`src/rtl/sram_arbiter_if.sv`:
```
// sram_arbiter_if: requester-side and SRAM-side signals of the three-port SRAM arbiter.
// The arbiter uses the slave modport; whoever plays the requesters and the SRAM uses master.
interface sram_arbiter_if;
   logic [2:0]   m_stb;
   logic [2:0]   m_we;
   logic [59:0]  m_addr;
   logic [143:0] m_din;
   logic [47:0]  m_dout;
   logic [2:0]   m_ack;
   logic [2:0]   m_err;
   logic         sram_stb;
   logic [19:0]  sram_addr;
   logic [47:0]  sram_din;
   logic         sram_we;
   logic [47:0]  sram_dout;
   logic         sram_ack;
   logic [1:0]   grant;
   modport slave (
      input  m_stb, m_we, m_addr, m_din, sram_dout, sram_ack,
      output m_dout, m_ack, m_err, sram_stb, sram_addr, sram_din, sram_we, grant
   );
   modport master (
      output m_stb, m_we, m_addr, m_din, sram_dout, sram_ack,
      input  m_dout, m_ack, m_err, sram_stb, sram_addr, sram_din, sram_we, grant
   );
endinterface

```
`src/rtl/sram_arbiter.sv`:
```
// sram_arbiter: three-requester SRAM arbiter (IDLE/BUSY/RESP) with registered outputs and a BUSY timeout.
// Define SRAM_ARB_RR_EN for round-robin arbitration; otherwise fixed priority 0 > 1 > 2.
module sram_arbiter #(
   parameter int TIMEOUT = 255
) (
   input  logic          clk50,
   input  logic          rst,
   sram_arbiter_if.slave bus
);
   typedef enum logic [1:0] {IDLE, BUSY, RESP} state_t;
   state_t      state_q, state_d;
   logic [7:0]  cnt_q, cnt_d;
   logic [1:0]  grant_q, grant_d, win;
   logic        stb_q, stb_d, we_q, we_d;
   logic [19:0] addr_q, addr_d;
   logic [47:0] din_q, din_d, dout_q, dout_d;
   logic [2:0]  ack_q, ack_d, err_q, err_d;
   logic        start, done, tmo;
   assign start = state_q == IDLE && |bus.m_stb;
   assign done  = state_q == BUSY && bus.sram_ack;
   // an ack on the timeout edge wins, so the timeout is qualified by !sram_ack
   assign tmo   = state_q == BUSY && !bus.sram_ack && cnt_q == 8'(TIMEOUT - 1);
`ifdef SRAM_ARB_RR_EN
   logic [1:0] last_q, last_d, c0, c1, c2;
   always_comb begin
      c0 = last_q == 2'd2 ? 2'd0 : last_q + 2'd1;
      c1 = c0 == 2'd2 ? 2'd0 : c0 + 2'd1;
      c2 = c1 == 2'd2 ? 2'd0 : c1 + 2'd1;
      win = bus.m_stb[c0] ? c0 : bus.m_stb[c1] ? c1 : c2;
      last_d = start ? win : last_q;
   end
   always_ff @(posedge clk50 or posedge rst)
      if (rst) last_q <= 2'd2;
      else last_q <= last_d;
`else
   assign win = bus.m_stb[0] ? 2'd0 : bus.m_stb[1] ? 2'd1 : 2'd2;
`endif
   always_ff @(posedge clk50 or posedge rst)
      if (rst) state_q <= IDLE;
      else state_q <= state_d;
   always_comb begin
      state_d = start ? BUSY : (done || tmo) ? RESP : state_q == BUSY ? BUSY : IDLE;
   end
   always_comb begin
      grant_d = start ? win : state_q == RESP ? 2'd3 : grant_q;
      stb_d   = start || (state_q == BUSY && !done && !tmo);
      we_d    = start ? bus.m_we[win] : we_q;
      addr_d  = start ? bus.m_addr[win*20 +: 20] : addr_q;
      din_d   = start ? (bus.m_we[win] ? bus.m_din[win*48 +: 48] : 48'h0) : din_q;
      cnt_d   = state_q == BUSY && !done ? cnt_q + 8'd1 : 8'd0;
      ack_d   = done || tmo ? 3'b001 << grant_q : 3'b000;
      err_d   = tmo ? 3'b001 << grant_q : 3'b000;
      dout_d  = done ? bus.sram_dout : tmo ? 48'h0 : dout_q;
   end
   always_ff @(posedge clk50 or posedge rst)
      if (rst) begin
         grant_q <= 2'd3;
         stb_q   <= 1'b0;
         we_q    <= 1'b0;
         addr_q  <= 20'h0;
         din_q   <= 48'h0;
         cnt_q   <= 8'd0;
         ack_q   <= 3'b000;
         err_q   <= 3'b000;
         dout_q  <= 48'h0;
      end else begin
         grant_q <= grant_d;
         stb_q   <= stb_d;
         we_q    <= we_d;
         addr_q  <= addr_d;
         din_q   <= din_d;
         cnt_q   <= cnt_d;
         ack_q   <= ack_d;
         err_q   <= err_d;
         dout_q  <= dout_d;
      end
   assign bus.grant     = grant_q;
   assign bus.sram_stb  = stb_q;
   assign bus.sram_we   = we_q;
   assign bus.sram_addr = addr_q;
   assign bus.sram_din  = din_q;
   assign bus.m_ack     = ack_q;
   assign bus.m_err     = err_q;
   assign bus.m_dout    = dout_q;
endmodule

```
`src/flat_wrapper.sv`:
```
// flat-port wrapper written by rule: the top's interface ports become plain ports
module sram_arbiter_flat 
#(
   parameter int TIMEOUT = 255
)
  (clk50, rst, bus_m_stb, bus_m_we, bus_m_addr, bus_m_din, bus_sram_dout, bus_sram_ack, bus_m_dout, bus_m_ack, bus_m_err, bus_sram_stb, bus_sram_addr, bus_sram_din, bus_sram_we, bus_grant);
  sram_arbiter_if bus_i ();
  input  logic clk50;
  input  logic rst;
  input wire logic [$bits(bus_i.m_stb)-1:0] bus_m_stb;
  input wire logic [$bits(bus_i.m_we)-1:0] bus_m_we;
  input wire logic [$bits(bus_i.m_addr)-1:0] bus_m_addr;
  input wire logic [$bits(bus_i.m_din)-1:0] bus_m_din;
  input wire logic [$bits(bus_i.sram_dout)-1:0] bus_sram_dout;
  input wire logic [$bits(bus_i.sram_ack)-1:0] bus_sram_ack;
  output wire logic [$bits(bus_i.m_dout)-1:0] bus_m_dout;
  output wire logic [$bits(bus_i.m_ack)-1:0] bus_m_ack;
  output wire logic [$bits(bus_i.m_err)-1:0] bus_m_err;
  output wire logic [$bits(bus_i.sram_stb)-1:0] bus_sram_stb;
  output wire logic [$bits(bus_i.sram_addr)-1:0] bus_sram_addr;
  output wire logic [$bits(bus_i.sram_din)-1:0] bus_sram_din;
  output wire logic [$bits(bus_i.sram_we)-1:0] bus_sram_we;
  output wire logic [$bits(bus_i.grant)-1:0] bus_grant;
  assign bus_i.m_stb = bus_m_stb;
  assign bus_i.m_we = bus_m_we;
  assign bus_i.m_addr = bus_m_addr;
  assign bus_i.m_din = bus_m_din;
  assign bus_i.sram_dout = bus_sram_dout;
  assign bus_i.sram_ack = bus_sram_ack;
  assign bus_m_dout = bus_i.m_dout;
  assign bus_m_ack = bus_i.m_ack;
  assign bus_m_err = bus_i.m_err;
  assign bus_sram_stb = bus_i.sram_stb;
  assign bus_sram_addr = bus_i.sram_addr;
  assign bus_sram_din = bus_i.sram_din;
  assign bus_sram_we = bus_i.sram_we;
  assign bus_grant = bus_i.grant;
  sram_arbiter #(.TIMEOUT(TIMEOUT)) u_core (.clk50(clk50), .rst(rst), .bus(bus_i));
endmodule
```
`config.mk`:
```
export PLATFORM = sky130hd
export DESIGN_NAME = sram_arbiter_flat
export DESIGN_NICKNAME = d
export VERILOG_FILES = /design/src/rtl/sram_arbiter_if.sv /design/src/rtl/sram_arbiter.sv /design/src/flat_wrapper.sv
export SDC_FILE = /design/constraint.sdc
export NUM_CORES = 1
export LEC_CHECK = 0
export BUFFER_PORTS_ARGS = -buffer_cell sky130_fd_sc_hd__buf_2
export CAP_MARGIN = 5
export CORE_AREA = 2 2 151 153
export CTS_CLUSTER_DIAMETER = 120
export DETAILED_ROUTE_END_ITERATION = 6
export DIE_AREA = 0 0 153 155
export SKIP_CTS_REPAIR_TIMING = 1
export SYNTH_ARGS = -nofsm -noshare
export SYNTH_HDL_FRONTEND = slang
export SYNTH_SLANG_ARGS = --single-unit
```
`constraint.sdc`:
```
create_clock -name clk50 -period 6.6 [get_ports clk50]
set_clock_uncertainty 0.2 [all_clocks]
set_input_delay 1.32 -clock clk50 [delete_from_list [all_inputs] [get_ports clk50]]
set_output_delay 1.32 -clock clk50 [all_outputs]
set_load 0.1 [all_outputs]
```
; Yosys cells after proc, flatten, opt, wreduce, memory -nomap -nowiden
; Cells that the tools add are included.
[totals]
elab_cells = 50
out_inout_bits = 126
in_bits = 261
register_bits = 136
[classes]
shifts = 3
muxes = 15
magnitude_cmp = 1
n_reduce_logical = 15
eq_ne = 3
n_addsub = 1
multipliers = 2
[op_table]
columns = operator, count
row1 = $mux W48, 3
row2 = $shiftx A144 B9 Y48, 1
row3 = $shiftx A60 B8 Y20, 1
row4 = $mux W2, 6
row5 = $add A8 B1 Y8 const B, 1
row6 = $eq A8 B8 Y1 const B, 1
row7 = $mux W8, 1
row8 = $logic_and A1 B1 Y1, 6
row9 = $mux W3, 2
row10 = $mul A2 B3 Y5 const B, 1
row11 = $mul A2 B2 Y4 const B, 1
row12 = $reduce_bool A2 Y1, 2
row13 = $logic_not A1 Y1, 3
row14 = $lt A2 B3 Y1 const B, 1
row15 = $reduce_or A3 Y1, 1
row16 = $shl A1 B2 Y3 const A, 1
row17 = $bmux W1 S2, 1
row18 = $eq A2 B1 Y1 const B, 1
row19 = $eq A2 B2 Y1 const B, 1
row20 = $logic_not A2 Y1, 1
row21 = $logic_or A1 B1 Y1, 2
row22 = $mux W1, 2

; Longest topological paths before layout
[depth]
ltp_word = 6
mapped_depth = 6
ltp_nobuf = 5

; Worst setup path before layout
; Ideal clock, no wire load.
[synth_path]
kind = in2reg
startpoint = input bus_m_stb[1]
endpoint = register u_core.addr_q[10] (netlist: u_core.bus.sram_addr[10])
setup_time_ps = 126
setup_slack_ps = 3614
path_stages = 6
path_buffers = 3
t_required_ps = 6274
arrival_time_ps = 2660
path_cell_list = clkbuf_1 nor3_1 or2_2 buf_2 buf_2 mux2_2
[synth_via]
elab_chain_cells = 4
word_cells_on_any_way = 6
cone_classes = 1 x mul / 1 x shift / 2 x mux / 2 x reduce/logical
[synth_rtl]
columns = item, line
row1 = from (decl), flat_wrapper.sv:10  ; input wire logic [$bits(bus_i.m_stb)-1:0] bus_m_stb;
row2 = $mux W2 (2 in a row), sram_arbiter.sv:36  ; assign win = bus.m_stb[0] ? 2'd0 : bus.m_stb[1] ? 2'd1 : 2'd2;
row3 = $mul A2 B3 Y5, sram_arbiter.sv:48  ; addr_d = start ? bus.m_addr[win*20 +: 20] : addr_q;
row4 = $shiftx A60 B8 Y20, sram_arbiter.sv:48
row5 = to (signal assigned), sram_arbiter.sv:70  ; addr_q <= addr_d;
row6 = to (decl), sram_arbiter.sv:15  ; logic [19:0] addr_q, addr_d;
; Several ways; a longest one is shown, not always the timed one.
; A chain may end at the register's enable or synchronous reset.

; Worst setup path in the final report
[layout_path]
startpoint = input bus_m_stb[0]
endpoint = register u_core.din_q[5] (netlist: u_core.bus.sram_din[5])
[layout_via]
elab_chain_cells = 4
word_cells_on_any_way = 8
cone_classes = 1 x mul / 1 x shift / 4 x mux / 2 x reduce/logical
[layout_rtl]
columns = item, line
row1 = $mux W2, sram_arbiter.sv:36
row2 = $mul A2 B2 Y4 / $bmux W1 S2 (equally long branches), sram_arbiter.sv:49  ; din_d = start ? (bus.m_we[win] ? bus.m_din[win*48 +: 48] : 48'h0) : din_q;
row3 = $shiftx A144 B9 Y48 / $mux W1 (equally long branches), sram_arbiter.sv:49
row4 = $mux W48, sram_arbiter.sv:49
row5 = to (signal assigned), sram_arbiter.sv:71  ; din_q <= din_d;
row6 = to (decl), sram_arbiter.sv:16  ; logic [47:0] din_q, din_d, dout_q, dout_d;
; Several ways; a longest one is shown, not always the timed one. The select of a mux whose other input is x is not followed.

==> run_results.csv <==
group,metric,value,unit
sta,setup_viol_count_final,0,
synthesis,synth_nets,935,
flow_run,cap_violations,0,
global_routing,antenna_found_initial,1,
clock_network,cts_tree,"done",
floorplanning,fp.dieW,153,um
clock_network,clock_latency,410,ps
sta,tightest_slew,843,ps
route,ant_nets,0,
critical_path,start_kind,"input pin",
floorplanning,core_area,22200,sq um
route,drtPass1Iterations,5,
synthesis,ys_seq_elements,136,
route,vias,6347,
global_routing,grt_pass1_wl,33.9,mm
sta,relSlewSlack,43.8,%
layout,num-fill-cells,2206,
floorplanning,dieArea,23700,sq um
layout,layout_commonest_cell,"buf_2",
floorplanning,row_count,55,
critical_path,crit_top_cell,"buf_4",
layout,fin_nets,1291,
clock_network,cts_buffers,17,
synthesis,ys_seq_area_share,49.9,%
sta,period_needed,3590,ps
floorplanning,die_y,155,um
clock_network,clock_sinks,136,
sta,max_freq,0.278,GHz
synthesis,synth_top_area_share,49.1,%
synthesis,synth_edf_count,0,
critical_path,arrival,3660,ps
synthesis,yosys.area.top_type,"dfrtp_1",
clock_network,root_buffer,"clkbuf_16",
critical_path,max_stage_delay,720,ps
critical_path,crit_type,"in2reg",
synthesis,yosys-top-cells-area,"dfrtp_1, mux2_2, mux2i_1",
layout,final_layout_size_suffix_gt1_share,48.5,%
place,dp_hpwl,16.1,mm
synthesis,ys_async_sr_fraction,100,%
synthesis,ys.flop_type,"dfrtp_1",
synthesis,syn_avg_cell_area,10.2,sq um
critical_path,endpoint_kind,"flip-flop",
clock_network,clockBufferDepth,2,
critical_path,path_cells,"buf_2 > nor3_2 > buf_4 > or2_2 > buf_4 > o31ai_1",
sta,drv_slew,0,
clock_network,htreeDepth,4,
critical_path,crit_fanout,50,
global_routing,overflow,0,
sta,tns,0,ps
critical_path,worstPathRequired,6670,ps
floorplanning,start_util,30.7,%
global_routing,grt_pass1_vias,6302,
route,routedWlPerCell,16.7,um
outcome,status,"finished clean",
synthesis,syn_inst,672,
critical_path,crit_slowest_cell,"or2_2",
synthesis,synth.distinct_cells,32,
route,via_per_inst,4.78,
route,drtIter0Drc,390,
place,place_congestion,0.808,
clock_network,path_clk_slew,60,ps
place,portBuffers,386,
sta,post-route-period-util,54.4,%
global_routing,grt_max_degree,89,
layout,area_growth,39.4,%
synthesis,ys.warnings.count,0,
route,drc,0,
layout,final_cell_mix,"buf_2, dfrtp_1, o21ai_0, nand2_1, mux2_2",
worst_hold_path,hold_path_class,"reg2reg",
floorplanning,pin_count,387,
route,routed_wl,22.1,mm
global_routing,grt.total_usage,18.0,%
sta,finalHoldViolCount,0,
sta,rsz0062_at_grt,"false",
synthesis,synth_area,6830,sq um
routing by layer:
metal	track usage [%]	wire length (um)	vias up
met5	0	13	-
met4	5.82	428	2
met3	5.07	1520	27
met2	31.4	11200	252
met1	21.6	8930	2969
li1	-	-	3097
path summary, 6_finish.rpt:
path / endpoint / cells past startpoint / slack (ps) / from
max: u_core.bus.sram_din[5]$_DFFE_PP0P_ / 6 / 3010 / bus_m_stb[0]
min: u_core.bus.sram_addr[5]$_DFFE_PP0P_ / 1 / 300 / u_core.bus.sram_addr[5]$_DFFE_PP0P_
max reg2reg: u_core.bus.sram_din[5]$_DFFE_PP0P_ / 4 / 3660 / u_core.state_q[0]$_DFF_PP0_
min reg2reg: u_core.bus.sram_addr[5]$_DFFE_PP0P_ / 1 / 300 / u_core.bus.sram_addr[5]$_DFFE_PP0P_
max in group asynchronous: u_core.bus.m_dout[39]$_DFFE_PP0P_ / 3 / 4140 / rst
min in group asynchronous: u_core.bus.sram_din[44]$_DFFE_PP0P_ / 2 / 830 / rst
worst max-delay path: cells and delay by family:
kind            cells  cell delay [ps]
buf+inv             3             1260
compound gates      1              150
simple gates        2              910
flip-flops by register name (all words and copies together) (netlist names):
name and flops:
u_core.bus.grant 2, u_core.bus.m_ack 3, u_core.bus.m_dout 48, u_core.bus.m_err 3, u_core.bus.sram_addr 20, u_core.bus.sram_din 48, u_core.bus.sram_stb 1, u_core.bus.sram_we 1
u_core.cnt_q 8, u_core.state_q 2
area by class of cell:
| cell class | instances | area (sq um) | area share, % |
|---|---|---|---|
| Antenna cell | 1 | 2.50 | 0.0263 |
| Sequential cell | 136 | 3410 | 35.8 |
| Clock inverter | 14 | 101 | 1.06 |
| Inverter | 6 | 27.5 | 0.289 |
| Timing Repair Buffer | 395 | 2000 | 21.0 |
| Multi-Input combinational cell | 472 | 3200 | 33.6 |
| Clock buffer | 18 | 429 | 4.51 |
| Tap cell | 285 | 357 | 3.75 |
through the flow:
step | hold WS (ps) | util (%) | instances | instance area [sq um] | setup slack (ps)
6_report | 300 | 42.8 | 1327 | 9520 | 3010
3_3_place_gp | 284 | 40.4 | 1294 | 8990 | 2620
5_1_grt | 317 | 42.8 | 1326 | 9520 | 2840
3_5_place_dp | 288 | 40.4 | 1294 | 8990 | 2550
2_1_floorplan | 275 | - | 672 | 6830 | 1440
4_1_cts | 305 | 42.8 | 1326 | 9520 | 3010
synth_stat cells, types with 5 or more instances:
| cell type | instances |
|---|---|
| nor2_1 | 9 |
| mux2i_1 | 69 |
| o21ai_0 | 119 |
| a21oi_1 | 7 |
| inv_1 | 5 |
| dfrtp_1 | 134 |
| buf_2 | 12 |
| o31ai_1 | 49 |
| nand2_1 | 119 |
| clkbuf_1 | 44 |
| o21ai_1 | 5 |
| mux2_2 | 69 |
kinds of logic after synthesis:
| logic type | count (synthesis) | share of synthesized area [%] |
|---|---|---|
| AO/OA/AOI/OAI | 182 | 15.3 |
| XOR/XNOR | 3 | 0.385 |
| adder cells (fa/ha/maj) | 2 | 0.366 |
| buffers and inverters | 64 | 3.74 |
| flip-flops | 136 | 49.9 |
| multiplexers | 138 | 21.5 |
| AND/OR/NAND/NOR | 147 | 8.90 |
Power is not shown: default switching activity piles up to over one toggle a cycle in this logic, so the estimate is an artifact.
